### config.mk
export PLATFORM = sky130hd
export DESIGN_NAME = pipe_hazard_ctrl
export DESIGN_NICKNAME = d
export VERILOG_FILES = /design/src/rtl/pipe_hazard_ctrl_pkg.sv /design/src/rtl/pipe_hazard_ctrl_sat_counter.sv /design/src/rtl/pipe_hazard_ctrl.sv
export SDC_FILE = /design/constraint.sdc
export NUM_CORES = 1
export LEC_CHECK = 0
export ABC_AREA = 0
export CORE_UTILIZATION = 25
export CTS_BUF_LIST = sky130_fd_sc_hd__clkbuf_8
export CTS_CLUSTER_SIZE = 16
export DETAILED_ROUTE_END_ITERATION = 7
export PLACE_DENSITY = 0.58
export SLEW_MARGIN = 0
export SYNTH_ARGS = -nofsm -noshare
export SYNTH_HDL_FRONTEND = slang
export SYNTH_SLANG_ARGS = --single-unit
### constraint.sdc
create_clock -name clockCPU -period 5.5 [get_ports clockCPU]
set_input_delay 0.825 -clock clockCPU [delete_from_list [all_inputs] [get_ports clockCPU]]
set_output_delay 0.825 -clock clockCPU [all_outputs]
set_load 0.005 [all_outputs]
### src/rtl/pipe_hazard_ctrl_pkg.sv
// Shared definitions for the pipeline hazard controller: forwarding
// encodings, controller FSM states and the scoreboard entry layout.
package pipe_hazard_ctrl_pkg;

  // EX operand source selects
  localparam logic [1:0] FWD_RF    = 2'b00;
  localparam logic [1:0] FWD_EXMEM = 2'b01;
  localparam logic [1:0] FWD_MEMWB = 2'b10;

  // Register indices are stored zero-extended to this width so the entry
  // layout stays fixed for any REG_W up to SB_RD_W.
  localparam int SB_RD_W = 8;

  typedef enum logic [0:0] {
    ST_RUN     = 1'b0,
    ST_MEMWAIT = 1'b1
  } hz_state_e;

  typedef struct packed {
    logic               valid;
    logic [SB_RD_W-1:0] rd;
    logic               regwrite;
    logic               memread;
    logic               memwrite;
  } sb_entry_t;

  // A source depends on an entry when it reads the entry's non-x0 destination.
  function automatic logic sb_match(input sb_entry_t e,
                                    input logic [SB_RD_W-1:0] rs,
                                    input logic used);
    return e.valid & e.regwrite & (e.rd != {SB_RD_W{1'b0}}) & (rs == e.rd) & used;
  endfunction

  // Youngest producer wins: EX/MEM ahead of MEM/WB.
  function automatic logic [1:0] fwd_sel(input sb_entry_t ex_e,
                                         input sb_entry_t mem_e,
                                         input logic [SB_RD_W-1:0] rs,
                                         input logic used);
    logic [1:0] sel;
    if (sb_match(ex_e, rs, used)) begin
      sel = FWD_EXMEM;
    end else if (sb_match(mem_e, rs, used)) begin
      sel = FWD_MEMWB;
    end else begin
      sel = FWD_RF;
    end
    return sel;
  endfunction

endpackage

### src/rtl/pipe_hazard_ctrl_sat_counter.sv
// Saturating event counter; sticks at all-ones instead of wrapping.
module sat_counter #(
  parameter int CNT_W = 16
) (
  input  logic             clockCPU,
  input  logic             reset,
  input  logic             inc,
  output logic [CNT_W-1:0] q
);

  // Count enabled events until the counter is full.
  always_ff @(posedge clockCPU or negedge reset) begin
    if (!reset) begin
      q <= {CNT_W{1'b0}};
    end else if (inc && (q != {CNT_W{1'b1}})) begin
      q <= q + CNT_W'(1'b1);
    end
  end

endmodule

### src/rtl/pipe_hazard_ctrl.sv
// Hazard and stall controller for the 5-stage RV32 pipeline: tracks
// in-flight destinations, registers EX forwarding selects and produces
// per-stage enable/flush/bubble controls.
module pipe_hazard_ctrl
  import pipe_hazard_ctrl_pkg::*;
#(
  parameter int REG_W          = 5,
  parameter int MEM_LAT        = 1,
  parameter int REDIRECT_STAGE = 0,
  parameter int CNT_W          = 16
) (
  input  logic             clockCPU,
  input  logic             reset,
  input  logic             id_valid,
  input  logic             id_rs1_used,
  input  logic             id_rs2_used,
  input  logic [REG_W-1:0] id_rs1,
  input  logic [REG_W-1:0] id_rs2,
  input  logic [REG_W-1:0] id_rd,
  input  logic             id_regwrite,
  input  logic             id_memread,
  input  logic             id_memwrite,
  input  logic             redirect,
  output logic             pc_en,
  output logic             if_id_en,
  output logic             id_ex_en,
  output logic             ex_mem_en,
  output logic             mem_wb_en,
  output logic             if_id_flush,
  output logic             id_ex_bubble,
  output logic [1:0]       fwd_a,
  output logic [1:0]       fwd_b,
  output logic             mem_busy,
  output logic [CNT_W-1:0] lu_stalls,
  output logic [CNT_W-1:0] mem_stalls,
  output logic [CNT_W-1:0] flushes
);

  localparam int WAIT_W = (MEM_LAT > 2) ? $clog2(MEM_LAT) : 1;
  localparam logic [WAIT_W-1:0] WAIT_INIT = WAIT_W'((MEM_LAT > 1) ? (MEM_LAT - 2) : 0);
  localparam logic MULTI_CYC = (MEM_LAT > 1) ? 1'b1 : 1'b0;
  localparam logic EX_REDIR  = (REDIRECT_STAGE == 1) ? 1'b1 : 1'b0;

  hz_state_e          state_r, state_nxt_s;
  logic [WAIT_W-1:0]  wait_cnt_r, wait_cnt_nxt_s;
  logic               served_r, served_nxt_s;
  sb_entry_t          sb_r [0:2];
  sb_entry_t          id_entry_s, sb1_nxt_s;
  logic [1:0]         fwd_a_r, fwd_b_r;
  logic [SB_RD_W-1:0] rs1_ext_s, rs2_ext_s;
  logic               freeze_s, load_use_s, ex_redir_s, id_redir_s;
  logic               lu_inc_s;

  assign rs1_ext_s  = SB_RD_W'(id_rs1);
  assign rs2_ext_s  = SB_RD_W'(id_rs2);
  assign id_entry_s = {id_valid, SB_RD_W'(id_rd), id_regwrite, id_memread, id_memwrite};

  assign freeze_s   = (state_r == ST_MEMWAIT);
  assign load_use_s = id_valid & sb_r[0].memread &
                      (sb_match(sb_r[0], rs1_ext_s, id_rs1_used) |
                       sb_match(sb_r[0], rs2_ext_s, id_rs2_used));
  assign ex_redir_s = EX_REDIR & redirect;
  assign id_redir_s = ~EX_REDIR & redirect;
  assign lu_inc_s   = ~freeze_s & load_use_s & ~ex_redir_s;

  // What sb[1] will hold next cycle; a memory op landing there starts the wait.
  assign sb1_nxt_s  = freeze_s ? sb_r[1] : sb_r[0];

  assign fwd_a = fwd_a_r;
  assign fwd_b = fwd_b_r;

  // Stage controls: memory freeze > EX redirect > load-use > ID redirect.
  always_comb begin
    pc_en        = 1'b1;
    if_id_en     = 1'b1;
    id_ex_en     = 1'b1;
    ex_mem_en    = 1'b1;
    mem_wb_en    = 1'b1;
    if_id_flush  = 1'b0;
    id_ex_bubble = 1'b0;
    mem_busy     = 1'b0;
    if (freeze_s) begin
      pc_en     = 1'b0;
      if_id_en  = 1'b0;
      id_ex_en  = 1'b0;
      ex_mem_en = 1'b0;
      mem_wb_en = 1'b0;
      mem_busy  = 1'b1;
    end else if (ex_redir_s) begin
      if_id_flush  = 1'b1;
      id_ex_bubble = 1'b1;
    end else if (load_use_s) begin
      pc_en        = 1'b0;
      if_id_en     = 1'b0;
      id_ex_bubble = 1'b1;
    end else if (id_redir_s) begin
      if_id_flush = 1'b1;
    end else begin
      if_id_flush  = 1'b0;
      id_ex_bubble = 1'b0;
    end
  end

  // Memory-wait FSM next state: hold MEM for MEM_LAT cycles per op.
  always_comb begin
    state_nxt_s    = state_r;
    wait_cnt_nxt_s = wait_cnt_r;
    served_nxt_s   = freeze_s ? served_r : 1'b0;
    case (state_r)
      ST_RUN: begin
        if (MULTI_CYC && sb1_nxt_s.valid && (sb1_nxt_s.memread || sb1_nxt_s.memwrite) &&
            !served_nxt_s) begin
          state_nxt_s    = ST_MEMWAIT;
          wait_cnt_nxt_s = WAIT_INIT;
        end else begin
          state_nxt_s = ST_RUN;
        end
      end
      ST_MEMWAIT: begin
        if (wait_cnt_r == {WAIT_W{1'b0}}) begin
          state_nxt_s  = ST_RUN;
          served_nxt_s = 1'b1;
        end else begin
          wait_cnt_nxt_s = wait_cnt_r - WAIT_W'(1'b1);
        end
      end
      default: begin
        state_nxt_s    = ST_RUN;
        wait_cnt_nxt_s = {WAIT_W{1'b0}};
        served_nxt_s   = 1'b0;
      end
    endcase
  end

  // FSM state, wait counter and served flag registers.
  always_ff @(posedge clockCPU or negedge reset) begin
    if (!reset) begin
      state_r    <= ST_RUN;
      wait_cnt_r <= {WAIT_W{1'b0}};
      served_r   <= 1'b0;
    end else begin
      state_r    <= state_nxt_s;
      wait_cnt_r <= wait_cnt_nxt_s;
      served_r   <= served_nxt_s;
    end
  end

  // Scoreboard shift and forwarding selects; both hold during a freeze.
  always_ff @(posedge clockCPU or negedge reset) begin
    if (!reset) begin
      for (int i = 0; i < 3; i++) begin
        sb_r[i] <= '0;
      end
      fwd_a_r <= FWD_RF;
      fwd_b_r <= FWD_RF;
    end else if (!freeze_s) begin
      sb_r[2] <= sb_r[1];
      sb_r[1] <= sb_r[0];
      if (id_ex_bubble) begin
        sb_r[0] <= '0;
        fwd_a_r <= FWD_RF;
        fwd_b_r <= FWD_RF;
      end else begin
        sb_r[0] <= id_entry_s;
        fwd_a_r <= fwd_sel(sb_r[0], sb_r[1], rs1_ext_s, id_rs1_used);
        fwd_b_r <= fwd_sel(sb_r[0], sb_r[1], rs2_ext_s, id_rs2_used);
      end
    end
  end

  sat_counter #(.CNT_W(CNT_W)) u_lu_cnt (
    .clockCPU (clockCPU),
    .reset    (reset),
    .inc      (lu_inc_s),
    .q        (lu_stalls)
  );

  sat_counter #(.CNT_W(CNT_W)) u_mem_cnt (
    .clockCPU (clockCPU),
    .reset    (reset),
    .inc      (freeze_s),
    .q        (mem_stalls)
  );

  sat_counter #(.CNT_W(CNT_W)) u_flush_cnt (
    .clockCPU (clockCPU),
    .reset    (reset),
    .inc      (if_id_flush),
    .q        (flushes)
  );

endmodule

==> results by group <==
Run status
  • Status: finished clean

Floorplanning
  • # IOs: between 80 and 90
  • Width of the chip: 105 um
  • Initial Util: 0.256
  • Die Ht: 105 um
  • Core area: 0.0103 mm^2
  • DIE AREA: 0.0109 mm^2
  • Row cnt: 37

Timing
  • Final slew viol count: 0
  • Worst-Margin Slew: 0.867 ns
  • Max-slew headroom: 0.420
  • Fin. Hold Viols: 0
  • Setup TNS: 0 ns
  • Final Skew: 0.0106 ns
  • Setup-failing EPs final: 0
  • RSZ-0062 raised after global routing: no
  • Final period util: 0.725
  • Crit path time final: 3.99 ns
  • Hold Slack: 0.394 ns
  • F_max: 251 MHz

Clock network
  • Worst skew pair latency: roughly 0.3 ns
  • Root Buffer: clkbuf_8
  • Reg clk slew, reported paths: around 0.090 ns
  • Setup Fix Bufs, Post-CTS: 0
  • Bufs on Longest Clock Path: 2
  • TritonCTS buffer count: 5
  • Hold-fix buffers, CTS: 0
  • CTS tree: built
  • Clock Sink Count: 51
  • Resized Gates After CTS: 0
  • Htree depth: 2

GRT
  • Largest net degree at the start of global routing: 52
  • First-pass GRT wire length: 9.40 mm
  • Total GRT Usage: 0.106
  • Vias in the first global route: between 1.5k and 2k
  • Total gr overflow: 0
  • Number of antenna violations at the first check in global routing: 0

Placement
  • Hpwl dp: 4.15 mm
  • IO buf count: 62
  • Dpl cells: 429
  • DP Area: 0.00329 mm^2
  • Placer Congestion: 0.746

Detailed routing
  • Wire per inst: 12.8 um
  • Post-Route WL: 5.57 mm
  • Drt first pass iters: 4
  • ANT nets after route: 0
  • DR iter-0 viols: approximately 60
  • DR vias: 1903
  • Residual DRC: 0
  • Vias per inst: 4.35

Yosys
  • Synth warn: 0
  • Synth top area share: 0.485
  • Asr flop ratio synth: 1.00
  • Synth Area in Adders: 0.00951
  • Post-synthesis mux area share: 0.0171
  • Mapped Area: 0.00263 mm^2
  • Yosys cell types: 40
  • Primary FF master, synth: dfrtp_1
  • Area contributors post-synth: dfrtp_1 48%, xor2_1 10%, buf_4 6.0%, xnor2_1 5.0%, nand4_1 3.6%
  • Compound-Gate Fraction of Synth Area: 0.0442
  • Xor/xnor cell area share of the yosys netlist: 0.150
  • Post-synth EDFFs: 0
  • Avg Cell Area, Syn: 11.1 um^2
  • Synth Area in Simple Gates: 0.210
  • Mapped Cells: between 200 and 250
  • Most frequent cell after synthesis: dfrtp_1
  • Register area share after synthesis: 0.485
  • Post-synth top area cell: dfrtp_1
  • Most frequent cells after synthesis: 51 x dfrtp_1, 30 x xor2_1, 21 x buf_4
  • Seq cells post-synth: 51
  • Main combinational cell family by area after synthesis: simple AND/OR/NAND/NOR gates

Flow run
  • Max Cap Viol: 0

Finish
  • Final layout net count: 326
  • Share of post-route cells with drive strength above 1: 0.0797
  • Finished Core Util: 0.329
  • Area growth syn-to-layout: 28.4%
  • Antenna cells: 0
  • Finished Cell Area: 0.00338 mm^2
  • Non-Filler Instances: 437

Worst hold path
  • Worst hold path class: reg2reg

Critical path
  • Critical path type: in2out
  • CP Data Required Time: approximately 4.7 ns
  • CP arrival: 3.16 ns
  • Crit. End Element: output pin
  • Startpoint types: input pin
  • Crit-path max FO: 13

Power
  • Pwr/cell area: around 240 mW/mm^2
  • Worst vdd ir: 0.000110 V
  • P_leak: roughly 1.5 nW
==> registers in the layout, summed over array words and instances, names as in the netlist <==
signal and cells:
u_lu_cnt.q 16, fwd_b 2, fwd_a 2, sb_r 15
u_flush_cnt.q 16
==> critical path, cell delays in order <==
cell	delay, ns
clkdlybuf4s50_1	0.52
xor2_1	0.17
nor4_1	0.08
and3_2	0.24
o211ai_2	0.49
and2_1	0.29
clkdlybuf4s50_1	0.53
==> final timing paths <==
path	startpoint	endpoint	slack, ns	cells after the start
worst max-delay path	id_rs1[0]	if_id_flush	1.51	7
worst min-delay path	sb_r[26]	sb_r[14]	0.39	0
worst max register to register	sb_r[30]	u_lu_cnt.q[15]	2.83	7
worst min register to register	sb_r[26]	sb_r[14]	0.39	0
max in group asynchronous	reset	u_flush_cnt.q[2]	4.42	2
min in group asynchronous	reset	u_lu_cnt.q[6]	0.62	2
==> metal layers <==
| layer | vias to the layer above | GRT usage | part of all wire |
|---|---|---|---|
| met5 | - | 0 | 0 |
| met4 | 0 | 0.0221 | 0.0047 |
| met3 | 2 | 0.0281 | 0.039 |
| met2 | 46 | 0.185 | 0.50 |
| met1 | 930 | 0.130 | 0.45 |
| li1 | 925 | - | - |
==> where the power goes <==
part / total (mW) / internal, mW / switching (mW)
Clock: 0.216 / 0.0899 / 0.126
Sequential: 0.447 / 0.409 / 0.0373
Combinational: 0.161 / 0.102 / 0.0589
Total: 0.824 / 0.601 / 0.223
==> layout by cell type, fill, tap and decap left out, types with 6 or more instances in the layout <==
master and count:
nand4_1 15, clkdlybuf4s50_1 61, xor2_1 30, nand3_1 12, nand2_1 10, nor3_1 6, and3_1 11, xnor2_1 15
dfrtp_1 51, nor4_1 7, nor2_1 7, and2_1 11, conb_1 20
==> kinds of logic (layout without fill, tap and decap cells) <==
kind of cell | after synthesis | count (layout)
xor gates and xnor gates | 45 | 45
and+or+nand+nor | 91 | 91
muxes | 4 | 4
other | 2 | 20
buffers and inverters | 29 | 74
adders and majority gates | 2 | 2
DFF | 51 | 51
AOI/OAI and AO/OA | 14 | 14
==> final cells by class <==
| type | instances | area [um^2] |
|---|---|---|
| fillers | 1042 | 6900 |
| flip-flops and latches | 51 | 1280 |
| multi-input cells | 176 | 1210 |
| repair buffers | 64 | 631 |
| well taps | 136 | 170 |
| clock buffers | 5 | 68.8 |
| clock inverters | 3 | 18.8 |
| inverters | 2 | 7.51 |
==> stage by stage <==
step,power (mW),setup WS (ns)
2_1_floorplan,0.530,2.79
3_3_place_gp,0.615,1.50
3_5_place_dp,0.618,1.50
4_1_cts,0.838,1.48
5_1_grt,0.876,1.34
6_report,0.824,1.51
No activity file was read; power rests on OpenSTA's default activity.
